File: src/rtl/pipelined_mult_hs.sv
// Parametrised signed/unsigned multiplier pipeline with valid/ready flow
// control and a sideband tag that travels alongside each product.
module pipelined_mult_hs #(
    parameter int A_WIDTH     = 18,
    parameter int B_WIDTH     = 18,
    parameter int PIPE_STAGES = 3,
    parameter int TAG_WIDTH   = 4
) (
    input  logic                       clk,
    input  logic                       rst_n,
    input  logic                       in_valid,
    output logic                       in_ready,
    input  logic [A_WIDTH-1:0]         a,
    input  logic [B_WIDTH-1:0]         b,
    input  logic                       sgn,
    input  logic [TAG_WIDTH-1:0]       in_tag,
    output logic                       out_valid,
    input  logic                       out_ready,
    output logic [A_WIDTH+B_WIDTH-1:0] p,
    output logic [TAG_WIDTH-1:0]       out_tag,
    output logic                       busy
);

    localparam int P_WIDTH = A_WIDTH + B_WIDTH;
    localparam int NREG    = PIPE_STAGES + 1;

    logic                 adv;
    logic                 v0_q;
    logic [A_WIDTH-1:0]   a_q;
    logic [B_WIDTH-1:0]   b_q;
    logic                 sgn_q;
    logic [TAG_WIDTH-1:0] tag0_q;

    logic [NREG-1:0]      v_q;
    logic [P_WIDTH-1:0]   pd_q  [NREG];
    logic [TAG_WIDTH-1:0] tag_q [NREG];

    logic [P_WIDTH-1:0]   ext_a;
    logic [P_WIDTH-1:0]   ext_b;
    logic [P_WIDTH-1:0]   prod_d;

    // Extending to the full product width makes the signed case exact mod 2^P.
    always_comb begin
        ext_a  = {{(P_WIDTH-A_WIDTH){a_q[A_WIDTH-1] & sgn_q}}, a_q};
        ext_b  = {{(P_WIDTH-B_WIDTH){b_q[B_WIDTH-1] & sgn_q}}, b_q};
        prod_d = ext_a * ext_b;
    end

    assign out_valid = v_q[NREG-1];
    assign p         = pd_q[NREG-1];
    assign out_tag   = tag_q[NREG-1];
    assign adv       = out_ready | ~out_valid;
    assign in_ready  = adv & rst_n;
    assign busy      = v0_q | (|v_q);

    always_ff @(posedge clk) begin
        if (!rst_n) begin
            v0_q   <= 1'b0;
            a_q    <= '0;
            b_q    <= '0;
            sgn_q  <= 1'b0;
            tag0_q <= '0;
            v_q    <= '0;
            for (int i = 0; i < NREG; i++) begin
                pd_q[i]  <= '0;
                tag_q[i] <= '0;
            end
        end else if (adv) begin
            v0_q     <= in_valid & in_ready;
            a_q      <= a;
            b_q      <= b;
            sgn_q    <= sgn;
            tag0_q   <= in_tag;
            v_q[0]   <= v0_q;
            pd_q[0]  <= prod_d;
            tag_q[0] <= tag0_q;
            for (int i = 1; i < NREG; i++) begin
                v_q[i]   <= v_q[i-1];
                pd_q[i]  <= pd_q[i-1];
                tag_q[i] <= tag_q[i-1];
            end
        end
    end

endmodule

File: config.mk
export PLATFORM = sky130hd
export DESIGN_NAME = pipelined_mult_hs
export DESIGN_NICKNAME = d
export VERILOG_FILES = /design/src/rtl/pipelined_mult_hs.sv
export SDC_FILE = /design/constraint.sdc
export NUM_CORES = 1
export LEC_CHECK = 0
export ABC_AREA = 1
export CORE_UTILIZATION = 60
export DETAILED_ROUTE_END_ITERATION = 10
export GPL_ROUTABILITY_DRIVEN = 0
export PLACE_DENSITY_LB_ADDON = 0.08
export SETUP_SLACK_MARGIN = 0.2
export SLEW_MARGIN = 25
export SYNTH_ARGS = -nofsm -noshare
export SYNTH_HDL_FRONTEND = slang
export SYNTH_SLANG_ARGS = --single-unit
File: constraint.sdc
create_clock -name clk -period 10.5 [get_ports clk]
set_input_delay 1.05 -clock clk [delete_from_list [all_inputs] [get_ports clk]]
set_output_delay 1.05 -clock clk [all_outputs]
set_load 0.005 [all_outputs]
==> reports/metrics.yaml <==
grt_pass1_vias: 16000
rows: 68
syn_area_per_cell_um2: 8.63
synthesis.area_um2: 21500
crit_type: "reg2reg"
p_leak_nw: 12.5
seqCellArea_um2: 5730
max_freq_ghz: 0.136
synth_edf_count: 160
post_drt_wl_per_cell_um: 15.8
die-area_um2: 36600
yosys_warnings: 0
maxCapViolations: 0
synth.area.top_cells: "fa_1, edfxtp_1, inv_1"
ant_nets: 0
synth_ff_type: "edfxtp_1"
antenna_found_initial: 0
fin_setup_tns_ns: 0
min_period_over_period_pct: 70.1
dp.final_hpwl_um: 36600
core_region_area_um2: 34900
syn-num-nets: 2998
synth_cell_types: 40
final_common_cell: "inv_1"
die_w_um: 191
async_flop_share_pct: 0
clk_pin_slew_ns: 0.06
dr.pass1.iters: 6
holdBufCountCts: 0
clkSinkCount: 206
cts_resized: 0
cp_max_fo: 21
utilization_pct: 67.1
rsz0062_at_grt: "false"
multi_input_area_um2: 12600
end_kind: "flop"
grt-ovfl-total: 0
synth_top_area_share_pct: 33.1
vias_per_cell: 5.13
numCtsBuffers: 24
cts_max_level: 1
path_cells: "nand2_1 -> inv_1 -> nand2_1 -> fa_1 -> fa_1 -> inv_1 -> fa_1 -> fa_1 -> fa_1 -> inv_1 -> fa_1 -> inv_1 -> ha_1 -> ha_1 -> nand2_1 -> nor2_1 -> inv_1 -> nor2_1 -> and3_1 -> nand2_1 -> nand3_1 -> nand2_1 -> nand2_1 -> nor2_1"
max_stage_delay_ns: 0.86
status: "complete, no violations"
crit_path_top_delay_cell: "fa_1"
ys_seq_area_share_pct: 26.7
drive_gt1_share_pct: 2.92
setup_viol: 0
portBuffers: 87
postSynthCellCount: 2490
clock_path_buffers: 3
finClkSkew_ns: 0.0179
nFillCells: 2925
totalWireLength_um: 47100
diodes: 0
yosysTopAreaCell: "fa_1"
crit_required_ns: 10.78
max-slew-margin-rel_pct: 31.6
syn2layout_area_growth_pct: 9.01
hold_class: "reg2reg"
fin_nets: 3026
grt_util_all_layers_pct: 27.3
final_cell_mix: "inv_1, nand2_1, fa_1"
worst_pin_slew_ns: 1.02
cts_root_buf: "clkbuf_16"
die_h_um: 191
grt_pass1_wl_um: 78200
power-per-cell-area_nw_per_um2: 134
post-route-min-period_ns: 7.36
drt_iter0_markers: 964
drc: 0
whs_ns: 0.476
clock_latency_ns: 0.54
hold_viol: 0
initial_core_util_pct: 61.6
total_power_mw: 3.14
vias: 15300
post_cts.repair.setup_buffers: 0
start_kind: "flop"
maxSlewViolCount: 0
cts_tree: "built"
grt_max_degree: 83
arrival_ns: 7.64
ir_drop_v: 0.000117
io_pins: 88
ys_ff_latch: 206
[report_power, final]
group	internal [mW]	switching, mW	total (mW)
clock network	0.485	0.338	0.823
logic	0.466	0.786	1.25
registers	0.997	0.0662	1.06
total	1.95	1.19	3.14
[cell type report]
type                            count  share of cell area (%)
Clock inverter                      8                   0.438
Multi-Input combinational cell   1439                    53.7
Sequential cell                   206                    24.5
Timing Repair Buffer              104                    4.26
Tap cell                          455                    2.43
Clock buffer                       32                    2.78
Inverter                          743                    11.9
[metal layers]
layer | up-vias | track usage (%) | part of all wire, %
met5 | - | 0 | 0
met2 | 518 | 46.8 | 48
met1 | 7515 | 36.3 | 42
li1 | 7205 | - | -
met4 | 0 | 7.94 | 2.4
met3 | 100 | 3.80 | 7.4
[final timing paths]
kind	end	startpoint	cells past startpoint	slack, ns
worst max-delay path	pd_q[0][29]$_SDFFCE_PN0P_	a_q[17]$_SDFFE_PN0N_	24	3.14
worst min-delay path	tag0_q[1]$_SDFFE_PN0N_	tag0_q[1]$_SDFFE_PN0N_	2	0.48
worst max register to register	pd_q[0][29]$_SDFFCE_PN0P_	a_q[17]$_SDFFE_PN0N_	24	3.14
worst min register to register	tag0_q[1]$_SDFFE_PN0N_	tag0_q[1]$_SDFFE_PN0N_	2	0.48
[cells by family (layout without fill, tap and decap cells)]
kind of cell	count (synthesis)	in the layout	share of synthesized area, %
XOR/XNOR	4	4	0.163
buffers and inverters	845	887	14.9
flip-flops	206	206	26.7
AO/OA/AOI/OAI	116	116	3.02
AND/OR/NAND/NOR	856	856	15.9
adder cells (fa/ha/maj)	463	463	39.4
[cells in the mapped netlist (3+ instances only)]
master,count
nand2_2,8
nand3_1,52
and2_1,3
buf_1,6
xnor2_1,3
nand2_1,545
fa_1,355
nor2_1,221
a21o_1,4
nor3_1,3
nor2_2,3
buf_2,13
dfxtp_1,46
nand4_1,8
inv_1,741
ha_1,108
o22ai_1,3
o21bai_1,5
o21a_1,9
nand3_2,3
o21ai_0,41
clkbuf_1,81
edfxtp_1,160
a21oi_1,46
[per-stage QoR]
stage / cells / instance area, um^2 / setup WS [ns]
finish: 2987 / 23400 / 3.14
floorplan: 2490 / 21500 / 3.97
global placement: 2947 / 22700 / 3.49
CTS: 2987 / 23400 / 3.23
global route: 2987 / 23400 / 2.72
detailed placement: 2947 / 22700 / 3.21
[flip-flops by register name, indices dropped and copies added, names as in the netlist]
signal / cells
a_q: 18
b_q: 18
pd_q: 144
sgn_q: 1
tag0_q: 4
tag_q: 16
v0_q: 1
v_q: 4
[worst max-delay path: cells and delay by family, from the launching register on]
kind | cells | cell delay (ns)
fa+ha+maj | 8 | 4.14
buf+inv | 5 | 0.65
flops | 1 | 0.81
simple gates | 11 | 1.50
Power figures use the tool's default switching activity.
